$ cat config.mk
export PLATFORM = sky130hd
export DESIGN_NAME = uart_transmitter
export DESIGN_NICKNAME = d
export VERILOG_FILES = /design/src/rtl/uart_pkg.sv /design/src/rtl/uart_transmitter_baud_controller.sv /design/src/rtl/uart_transmitter.sv
export SDC_FILE = /design/constraint.sdc
export NUM_CORES = 1
export LEC_CHECK = 0
export CAP_MARGIN = 30
export CORE_MARGIN = 1.5
export CORE_UTILIZATION = 53
export DETAILED_ROUTE_END_ITERATION = 12
export GPL_TIMING_DRIVEN = 1
export PLACE_DENSITY = 0.86
export SLEW_MARGIN = 20
export SYNTH_ARGS = -nofsm -noshare
export SYNTH_HDL_FRONTEND = slang
export SYNTH_SLANG_ARGS = --single-unit
export TNS_END_PERCENT = 5
$ cat constraint.sdc
create_clock -name clk -period 3.48 [get_ports clk]
set_input_delay 0.696 -clock clk [delete_from_list [all_inputs] [get_ports clk]]
set_output_delay 0.696 -clock clk [all_outputs]
set_load 0.005 [all_outputs]
$ cat src/rtl/uart_pkg.sv
// Shared definitions for the UART transmitter/receiver pair: FSM states,
// oversampling constants and the baud-rate divisor table (50 MHz clock).
package uart_pkg;

  parameter int CLK_HZ     = 50_000_000;
  parameter int OVERSAMPLE = 16;
  parameter int FRAME_BITS = 11;

  localparam logic [3:0] LAST_TICK = 4'(OVERSAMPLE - 1);

  typedef enum logic [2:0] {
    IDLE   = 3'd0,
    START  = 3'd1,
    DATA   = 3'd2,
    PARITY = 3'd3,
    STOP   = 3'd4
  } tx_state_t;

  // Clock cycles per sample tick; each entry is CLK_HZ / (OVERSAMPLE * baud), rounded.
  function automatic logic [13:0] baud_divisor(input logic [2:0] sel);
    logic [13:0] n;
    case (sel)
      3'b000:  n = 14'd10417;
      3'b001:  n = 14'd2604;
      3'b010:  n = 14'd651;
      3'b011:  n = 14'd326;
      3'b100:  n = 14'd163;
      3'b101:  n = 14'd81;
      3'b110:  n = 14'd54;
      default: n = 14'd27;
    endcase
    return n;
  endfunction

endpackage

$ cat src/rtl/uart_transmitter_baud_controller.sv
// Sample-tick generator: pulses sample_en once every baud_divisor(baud_select) cycles.
module baud_controller
  import uart_pkg::*;
(
  input  logic       clk,
  input  logic       reset,
  input  logic [2:0] baud_select,
  input  logic       clear,
  output logic       sample_en
);

  logic [13:0] count_reg;
  logic [13:0] last_count;

  assign last_count = baud_divisor(baud_select) - 14'd1;
  // >= rather than == so a switch to a faster rate never lets the counter run past its end.
  assign sample_en  = !clear && (count_reg >= last_count);

  always_ff @(posedge clk) begin
    if (!reset) begin
      count_reg <= '0;
    end else if (clear || sample_en) begin
      count_reg <= '0;
    end else begin
      count_reg <= count_reg + 14'd1;
    end
  end

endmodule

$ cat src/rtl/uart_transmitter.sv
// UART transmitter: start, 8 data bits LSB first, even parity, stop; 16 sample ticks per bit.
module uart_transmitter
  import uart_pkg::*;
(
  input  logic       clk,
  input  logic       reset,
  input  logic [7:0] Tx_DATA,
  input  logic [2:0] baud_select,
  input  logic       Tx_WR,
  input  logic       Tx_EN,
  output logic       TxD,
  output logic       Tx_BUSY
);

  tx_state_t  state;
  logic [3:0] tick_cnt;
  logic [2:0] bit_idx;
  logic [7:0] shift_reg;
  logic       parity;
  logic       sample_en;
  logic       clear;
  logic       bit_done;

  // Holding the divider in clear while idle makes every frame start on a fresh tick period.
  assign clear    = (state == IDLE) || !Tx_EN;
  assign bit_done = sample_en && (tick_cnt == LAST_TICK);

  baud_controller u_baud (
    .clk         (clk),
    .reset       (reset),
    .baud_select (baud_select),
    .clear       (clear),
    .sample_en   (sample_en)
  );

  always_ff @(posedge clk) begin
    if (!reset) begin
      state     <= IDLE;
      TxD       <= 1'b1;
      Tx_BUSY   <= 1'b0;
      tick_cnt  <= '0;
      bit_idx   <= '0;
      shift_reg <= '0;
      parity    <= 1'b0;
    end else if (!Tx_EN) begin
      state    <= IDLE;
      TxD      <= 1'b1;
      Tx_BUSY  <= 1'b0;
      tick_cnt <= '0;
      bit_idx  <= '0;
    end else begin
      if (state != IDLE && sample_en) begin
        tick_cnt <= tick_cnt + 4'd1;
      end
      case (state)
        IDLE: begin
          if (Tx_WR) begin
            shift_reg <= Tx_DATA;
            parity    <= ^Tx_DATA;
            tick_cnt  <= '0;
            bit_idx   <= '0;
            state     <= START;
            TxD       <= 1'b0;
            Tx_BUSY   <= 1'b1;
          end
        end
        START: begin
          if (bit_done) begin
            state <= DATA;
            TxD   <= shift_reg[0];
          end
        end
        DATA: begin
          if (bit_done) begin
            if (bit_idx == 3'd7) begin
              state <= PARITY;
              TxD   <= parity;
            end else begin
              bit_idx   <= bit_idx + 3'd1;
              shift_reg <= shift_reg >> 1;
              TxD       <= shift_reg[1];
            end
          end
        end
        PARITY: begin
          if (bit_done) begin
            state <= STOP;
            TxD   <= 1'b1;
          end
        end
        STOP: begin
          if (bit_done) begin
            state   <= IDLE;
            TxD     <= 1'b1;
            Tx_BUSY <= 1'b0;
          end
        end
        default: begin
          state   <= IDLE;
          TxD     <= 1'b1;
          Tx_BUSY <= 1'b0;
        end
      endcase
    end
  end

endmodule

==> out/qor.txt <==
Share of total power in combinational logic = 0.157
Starting utilization of the core area = 0.5615
Global placer's final weighted congestion = 0.8359
Worst hold-check path type = reg -> reg
DR iter-0 viols = 101
Total design power = 0.8193 mW
GRT Total Usage = 0.2071
Yosys warning total = 0
CP arrival = 3.48 ns
Power share of the sequential group = 0.502
Critical path buffers and inverters = 4
Post-layout util = 0.6516
Crit-path leading delay family = buffers and inverters
Clk buf depth = 2
Hold Fails Final Rpt = 0
Library cell with the largest summed area after synthesis = sky130_fd_sc_hd__dfxtp_1
Endpoint class of the critical path = register
Largest voltage drop on the vdd net = 0.0002172 V
Worst Skew = 0.005080 ns
Routed metal-1 wirelength = 1946 um
Met3 WL post-DR = 156 um
H-tree Lvls = 2
Delay of the slowest critical-path stage = 0.42 ns
Met2 wire len = 2211 um
Clock group share of total power = 0.341
Endpoint of the worst register-to-register path = u_baud.count_reg[8]$_SDFF_PP0_
Path length in cells of the critical path = 16
Critical path class = in -> reg
Post-synth top area share = 0.3053
Launch point of the worst reg-to-reg path = u_baud.count_reg[9]$_SDFF_PP0_
Clock-pin slew on the worst setup and hold paths = 0.07 ns
Seq/Total Area, Yosys = 0.3053
Via Count = 1908
Setup slack of the worst register-to-register path = 1.31 ns
DIE HEIGHT = 68.80 um
TritonCTS buffer count = 5
Avg Cell Area, Syn = 8.468 um2
Total inserted antenna cells = 0
Cell with the largest stage delay on the worst path = sky130_fd_sc_hd__clkdlybuf4s50_1
Worst setup endpoint = u_baud.count_reg[8]$_SDFF_PP0_
Core region area = 4086 um2
Average wire per standard cell = 12.59 um
Placed instance count = 337
Fraction of layout cells with a size suffix above 1 = 0.1351
HPWL after detailed placement = 3335 um
Final ANT Viol Nets = 0
Cell Pwr Density = 307.7 nW/um2
Required time at the worst-slack endpoint = 3.70 ns
Internal power summed over all cells = 0.6136 mW
Area Growth Syn to Fin = 16.03%
Net Switching = 0.2057 mW
Total setup violations reported at the end of the flow = 0
Final worst path period need = 3.258 ns
Clock root buffer = sky130_fd_sc_hd__clkbuf_8
Worst setup path start = baud_select[0]
Setup Total Neg Slack = 0 ns
Switching share of power = 0.2511
Share of the clock period used by the worst path after layout = 0.9362
Number of buffers inserted by port buffering = 16
Number of flip-flops under the largest register name = 14
DR DRC count = 0
Final max-slew violation count = 0
Clock latency reported for the late side of the worst-skew pair = 0.29 ns
Std cell rows = 23
Library cells used by synthesis = 45
Overflow after GRT = 0
Syn Std Cell Area = 2295 um2
Post-layout nets = 329
TritonRoute pass-1 iters = 4
Maximum number of pins on one net before global-route repair = 20
Leak Pwr = 1.023 nW
Run status = completed
Antenna violations before repair = 0
Max-slew headroom at the worst pin = 0.6395
Via count of the first global-routing pass = 1767
Cell types with the largest area share after synthesis = sky130_fd_sc_hd__dfxtp_1 31%, sky130_fd_sc_hd__ha_1 10%, sky130_fd_sc_hd__nand2_1 6.4%, sky130_fd_sc_hd__mux2i_1 5.7%, sky130_fd_sc_hd__xnor2_1 5.3%
Register-to-Register Path Depth = 9
Synthesized instance count = 271
Global-route wire length before repair = 7452 um
Clock tree from TritonCTS = yes
Register bit count reported by yosys = 35
Via density = 5.514
Hold slack = 0.4595 ns
Area occupied by multi-input gates = 1536 um2
Sinks on Clock Net = 35
# fillers = 364
Max frequency = 306.9 MHz
Crit start category = input pin
Top metal layer carrying routed signals = met4
Worst Hold Path Cells = 2
Die Footprint = 4733 um2
Die W = 68.80 um
Worst Max-Slew Pin Slew = 0.5391 ns
Register area = 700.7 um2
Total wire length = 4355 um
Boundary pin count = 17
Worst-path maximum fanout = 14
Series of cell instances along the critical path = clkdlybuf4s50_1 -> inv_1 -> mux2i_2 -> ha_2 -> nor2_1 -> a21oi_1 -> nor2_1 -> a21oi_1 -> ha_1 -> nand4_1 -> o221ai_2 -> a211oi_4 -> buf_6 -> nand3_1 -> buf_4 -> nor2_1
Crit-path most repeated cell = sky130_fd_sc_hd__nor2_1
Number of violations of the max-capacitance limit = 0
Final instance count without filler cells = 346
==> power by group through the flow <==
stage                     logic (mW)  registers [mW]  clock network, mW
after global routing           0.142           0.412              0.306
final                          0.128           0.412              0.279
after CTS                      0.126           0.412              0.290
after global placement         0.122           0.420                  0
after detailed placement       0.126           0.421                  0
after floorplan               0.0839           0.420                  0
==> cell usage after synthesis, drive strengths merged <==
library cell / instances
xnor2: 14
or3: 6
nor2: 28
ha: 19
o221ai: 1
clkbuf: 7
o21ai: 13
a311oi: 1
xor2: 8
conb: 1
buf: 5
nor2b: 3
o21bai: 1
nand3: 15
nand2: 39
nor3b: 1
mux2: 8
a221o: 1
inv: 4
o31a: 1
and4: 2
a21boi: 1
a211o: 1
nand2b: 3
nand4: 1
dfxtp: 35
a21oi: 16
nor3: 3
and3: 6
nand3b: 1
a21o: 2
a211oi: 2
nand4b: 1
and2: 4
mux2i: 13
or2: 2
a2111oi: 1
o22ai: 1
==> cell families (layout without fill, tap and decap cells) <==
kind of cell	Yosys count	in the layout	share of synthesized area
other	1	2	0.001634
muxes	21	21	0.09596
xor gates and xnor gates	22	22	0.08397
and+or+nand+nor	115	115	0.2497
AOI/OAI and AO/OA	42	42	0.1303
buffers and inverters	16	40	0.02944
DFF	35	35	0.3053
adders and majority gates	19	19	0.1036
==> through the flow <==
step                worst slack [ns]  cell area (um2)
floorplan                     0.1354             2298
global placement            -0.08063             2551
detailed placement           -0.2146             2551
CTS                          0.09703             2633
global route               -0.001308             2663
finish                        0.2221             2663
==> layout by cell type, fill, tap and decap left out, drive strengths merged, types with 7 or more instances in the layout <==
| cell | n |
|---|---|
| a21oi | 16 |
| xor2 | 8 |
| nand3 | 15 |
| mux2 | 8 |
| nand2 | 39 |
| buf | 12 |
| mux2i | 13 |
| dfxtp | 35 |
| ha | 19 |
| clkbuf | 7 |
| clkdlybuf4s50 | 16 |
| xnor2 | 14 |
| nor2 | 28 |
| o21ai | 13 |
==> final cells by class <==
type                    instances  share of cell area
multi-input cells             221              0.5771
inverters                       4            0.005639
repair buffers                 28              0.1001
clock inverters                 1            0.001880
flip-flops and latches         35              0.2632
well taps                      50             0.02350
clock buffers                   7             0.02867
==> worst min path at each step <==
stage                               from                   endpoint  slack, ns
2_1_floorplan  shift_reg[0]$_SDFFE_PN0P_  shift_reg[0]$_SDFFE_PN0P_       0.43
3_3_place_gp   shift_reg[2]$_SDFFE_PN0P_  shift_reg[2]$_SDFFE_PN0P_       0.44
3_5_place_dp   shift_reg[2]$_SDFFE_PN0P_  shift_reg[2]$_SDFFE_PN0P_       0.45
4_1_cts        shift_reg[2]$_SDFFE_PN0P_  shift_reg[2]$_SDFFE_PN0P_       0.46
5_1_grt        shift_reg[6]$_SDFFE_PN0P_  shift_reg[6]$_SDFFE_PN0P_       0.48
6_report       shift_reg[3]$_SDFFE_PN0P_  shift_reg[3]$_SDFFE_PN0P_       0.46
==> metal layers <==
layer / global-route usage / up-vias
li1: - / 986
met1: 0.2402 / 880
met2: 0.3834 / 39
met3: 0.03409 / 3
met4: 0.06863 / 0
met5: 0 / -
==> timing repair <==
item,4_1_cts,5_1_grt
hold endpoints to repair,0,0
hold buffers,0,0
buffers inserted,0,1
gates resized for setup,0,3
endpoints found under the setup margin,0,25
==> worst reg2reg max path, cell delays in order (launching register included) <==
cell	delay, ns
sky130_fd_sc_hd__dfxtp_1	0.42
sky130_fd_sc_hd__ha_1	0.31
sky130_fd_sc_hd__a21o_1	0.19
sky130_fd_sc_hd__a21oi_1	0.28
sky130_fd_sc_hd__o21ai_4	0.13
sky130_fd_sc_hd__a211oi_4	0.23
sky130_fd_sc_hd__buf_6	0.16
sky130_fd_sc_hd__nand3_1	0.07
sky130_fd_sc_hd__buf_4	0.20
sky130_fd_sc_hd__nor2_1	0.12
Power figures use the tool's default switching activity.
==> edit 1 (same flow settings) <==
Encoding of `tx_state_t`: now Gray code (3 bits for 5 states).
--- a/src/rtl/uart_pkg.sv
+++ b/src/rtl/uart_pkg.sv
@@ -10,9 +10,9 @@
 
   typedef enum logic [2:0] {
-    IDLE   = 3'd0,
-    START  = 3'd1,
-    DATA   = 3'd2,
-    PARITY = 3'd3,
-    STOP   = 3'd4
+    IDLE   = 3'b000,
+    START  = 3'b001,
+    DATA   = 3'b011,
+    PARITY = 3'b010,
+    STOP   = 3'b110
   } tx_state_t;
 
Check against the original RTL: no difference found for any inputs over 10 cycles, from zero or initial values and one cycle with reset low; not proved beyond that.
==> edit 1 against the unedited design <==
Sequential cell count unchanged; power fell by 1.3%; hold slack better by 2.7 ps; setup slack gained 32 ps; wire length up 9.0%; synthesized area fell by 3.2%; first-iteration DRC count is 21% lower; cell area is 0.56% higher; clock skew is essentially flat; critical path type unchanged; highest routed layer unchanged.
==> edit 1: results (changes against the unedited design) <==
Worst Tran Pin Value=545 ps (was 539 ps); synth cell count leaders=35 x dfxtp_1, 30 x nor2_1, 19 x ha_1, 18 x xnor2_1, 17 x nand2_1 (was 39 x nand2_1, 35 x dfxtp_1, 26 x nor2_1, 19 x ha_1, 16 x a21oi_1); fin cells=340 (was 346); CTS Buffer Depth=2 (unchanged); reg-to-reg endpoint=u_baud.count_reg[11]$_SDFF_PP0_ (was u_baud.count_reg[8]$_SDFF_PP0_); Slowest-stage cell, CP=or3_4 (was clkdlybuf4s50_1); Final HPWL DP=3600 um (was 3330 um); worst vdd ir=280 uV (was 217 uV); FF-to-FF setup slack=1260 ps (was 1310 ps); met2 Use GR=40.6% (was 38.3%); largest net degree at the start of global routing=19 (was 20); drt wl/cell=14.0 um (was 12.6 um); Hold Slack=462 ps (was 460 ps); fill cell count=308 (was 364); Antenna Cells=0 (unchanged); Placed Cells=332 (was 337); hold path start=shift_reg[7]$_SDFFE_PN0P_ (was shift_reg[3]$_SDFFE_PN0P_); cells on worst reg2reg path=9 (unchanged); Clk Tree Root Cell=clkbuf_8 (unchanged); global-route wire length before repair=7850 um (was 7450 um); Setup Skew=5.36 ps (was 5.08 ps); Hold Crit Class=reg2reg (unchanged); layout cell share with drive strength beyond 1=17.9% (was 13.5%); met3 usage in global routing=4.33% (was 3.41%); Synth Flop Type=dfxtp_1 (unchanged); outcome=finished clean (unchanged); RR Startpoint=u_baud.count_reg[5]$_SDFF_PP0_ (was u_baud.count_reg[9]$_SDFF_PP0_); antenna violations before repair=0 (unchanged); Top delay family on crit path=simple AND/OR/NAND/NOR gates (was buffers and inverters); Initial DRC Count=80 (was 101); DR vias=1928 (was 1908); GRT Util Overall=22.9% (was 20.7%); Worst Path Max Fanout=14 (unchanged); max reg flops=14 (unchanged); Async S/R FF share, synth=0% (unchanged); critical path launch point=baud_select[2] (was baud_select[0]); sequential-to-total area share from yosys stat=31.5% (was 30.5%); Avg Inst Size Synth=8.68 um2 (was 8.47 um2); top cells by area, synth=dfxtp_1 32%, ha_1 11%, xnor2_1 7.1%, nor2_1 5.1%, mux2i_1 4.5% (was dfxtp_1 31%, ha_1 10%, nand2_1 6.4%, mux2i_1 5.7%, xnor2_1 5.3%); distinct cell type count after synthesis=42 (was 45); DP Worst Slack=-374 ps (was -215 ps); leak pwr=1.12 nW (was 1.02 nW); placed inst area=0.00254 mm2 (was 0.00255 mm2); M1 GR Usage=26.7% (was 24.0%); hold worst-path end=shift_reg[7]$_SDFFE_PN0P_ (was shift_reg[3]$_SDFFE_PN0P_); Ys Warns=0 (unchanged); Worst path max stage delay=380 ps (was 420 ps); gpl congestion=0.837 (was 0.836)
## edit 1: where the power goes
| part | switching, mW | total, mW | internal (mW) |
|---|---|---|---|
| clock | 0.132 | 0.265 | 0.133 |
| sequential | 0.00622 | 0.416 | 0.410 |
| combinational | 0.0600 | 0.128 | 0.0678 |
## edit 1: worst max path at each step
stage,end,slack [ps],cells past startpoint
floorplan,u_baud.count_reg[7]$_SDFF_PP0_,10,17
global placement,u_baud.count_reg[11]$_SDFF_PP0_,-240,17
CTS,u_baud.count_reg[11]$_SDFF_PP0_,20,17
detailed placement,u_baud.count_reg[11]$_SDFF_PP0_,-370,17
finish,u_baud.count_reg[11]$_SDFF_PP0_,250,17
global route,u_baud.count_reg[4]$_SDFF_PP0_,130,17
## edit 1: area by class of cell
type	count	area, um2	share of cell area [%]
multi-input combinational	204	1470	54.8
sequential	35	701	26.2
timing repair buffer	40	355	13.3
clock buffer	6	72.6	2.71
tap	50	62.6	2.34
inverter	5	18.8	0.701
## edit 1: kinds of logic (layout without fill, tap and decap cells)
group,count (synthesis),after routing,synth area share [%]
xor gates and xnor gates,25,25,9.86
DFF,35,35,31.5
muxes,11,11,5.01
and+or+nand+nor,93,93,20.3
other,1,2,0.169
adders and majority gates,19,19,10.7
buffers and inverters,18,51,4.11
AOI/OAI and AO/OA,54,54,18.3
## edit 1: worst min-delay path, delay by kind of cell (launching register included)
kind             cells  cell delay, ps
AO/OA/AOI/OAI        1              60
flip-flops           1             310
AND/OR/NAND/NOR      1              50
## edit 1: repair_timing
action                                  4_1_cts  5_1_grt
endpoints found under the setup margin       18       34
hold buffers                                  0        0
buffers inserted                              1        1
resized for setup                             2       16
pin swaps                                     1        4
## edit 1: routing by layer
metal	share of wire, %	vias to the layer above
li1	-	983
met3	3.9	10
met1	41	893
met5	0	-
met4	1.7	0
met2	54	42
==> edit 2 (same settings) <==
Without the edit above. The package constant `OVERSAMPLE` goes from 16 to 8.
--- a/src/rtl/uart_pkg.sv
+++ b/src/rtl/uart_pkg.sv
@@ -4,5 +4,5 @@
 
   parameter int CLK_HZ     = 50_000_000;
-  parameter int OVERSAMPLE = 16;
+  parameter int OVERSAMPLE = 8;
   parameter int FRAME_BITS = 11;
 
Behaviour: no difference found for any inputs over 10 cycles, from zero or initial values and one cycle with reset low; that may be too few to reach the edited logic, so the function may still have changed.
==> edit 2 against the unedited design <==
Sequential cell count unchanged; global-route usage up 1.6 points; via count shrank 2.5%; setup slack improved by 120 ps; critical path depth unchanged; cell area is 0.61% lower; synthesized area down 4.2%; power rose by 2.9%; wire length up 5.9%; hold slack better by 3.9 ps; sequential power increased by 1%; non-clock buffer count rose by 11; critical endpoint is now tick_cnt[3]$_SDFF_PN0_.
==> edit 2: results (changes against the unedited design) <==
outcome=finished clean (unchanged); M1 GR Usage=25.7% (was 24.0%); GRT Util Overall=22.3% (was 20.7%); sequential share of cell area=26.5% (was 26.3%); Layout Nets=319 (was 329); Final HPWL DP=3410 um (was 3330 um); Setup Skew=12.7 ps (was 5.08 ps); fill cell count=312 (was 364); Non-clk bufs=39 (was 28); DR WL met2=2320 um (was 2210 um); synth cell count leaders=35 x dfxtp_1, 33 x nor2_1, 20 x nand2_1, 19 x ha_1, 15 x a21oi_1 (was 39 x nand2_1, 35 x dfxtp_1, 26 x nor2_1, 19 x ha_1, 16 x a21oi_1); top cells by area, synth=dfxtp_1 32%, ha_1 11%, nor2_1 5.6%, xnor2_1 5.6%, mux2i_1 5.0% (was dfxtp_1 31%, ha_1 10%, nand2_1 6.4%, mux2i_1 5.7%, xnor2_1 5.3%); clock buffers=6 (was 7); post-cts sizing count=2 (was 0); distinct cell type count after synthesis=49 (was 45); inverter count=7 (was 4); DR vias=1860 (was 1908); XOR/XNOR share of the synthesized area=9.56% (was 8.40%); worst path arrival time=3320 ps (was 3480 ps); switching share of power=26.6% (was 25.1%); mux share of post-synthesis cell area=6.55% (was 9.60%); sequential-to-total area share from yosys stat=31.9% (was 30.5%); wire length on met3=133 um (was 156 um); leak pwr=1.11 nW (was 1.02 nW); gpl congestion=0.834 (was 0.836); ClkCell Share=3.22% (was 3.05%); largest net degree at the start of global routing=19 (was 20); vias in the first global route=1795 (was 1767); Slowest-stage cell, CP=o311ai_4 (was clkdlybuf4s50_1); worst vdd ir=198 uV (was 217 uV)
==> edit 2: worst paths after layout <==
path | from | endpoint | slack (ps) | depth (start not counted)
worst max-delay path | baud_select[2] | tick_cnt[3]$_SDFF_PN0_ | 340 | 16
worst min-delay path | u_baud.count_reg[0]$_SDFF_PP0_ | u_baud.count_reg[0]$_SDFF_PP0_ | 460 | 1
worst max register to register | u_baud.count_reg[11]$_SDFF_PP0_ | shift_reg[3]$_SDFFE_PN0P_ | 1220 | 8
worst min register to register | u_baud.count_reg[0]$_SDFF_PP0_ | u_baud.count_reg[0]$_SDFF_PP0_ | 460 | 1
==> edit 2: stage by stage <==
step	instances	area [um2]	setup slack [ps]	util, %	TNS (ps)
floorplan	250	2210	40.6	-	0
global placement	326	2530	-183	63.2	-1870
detailed placement	326	2530	-274	63.2	-4470
CTS	334	2620	3.68	65.4	0
global route	336	2650	210	66.2	0
finish	336	2650	341	66.2	0
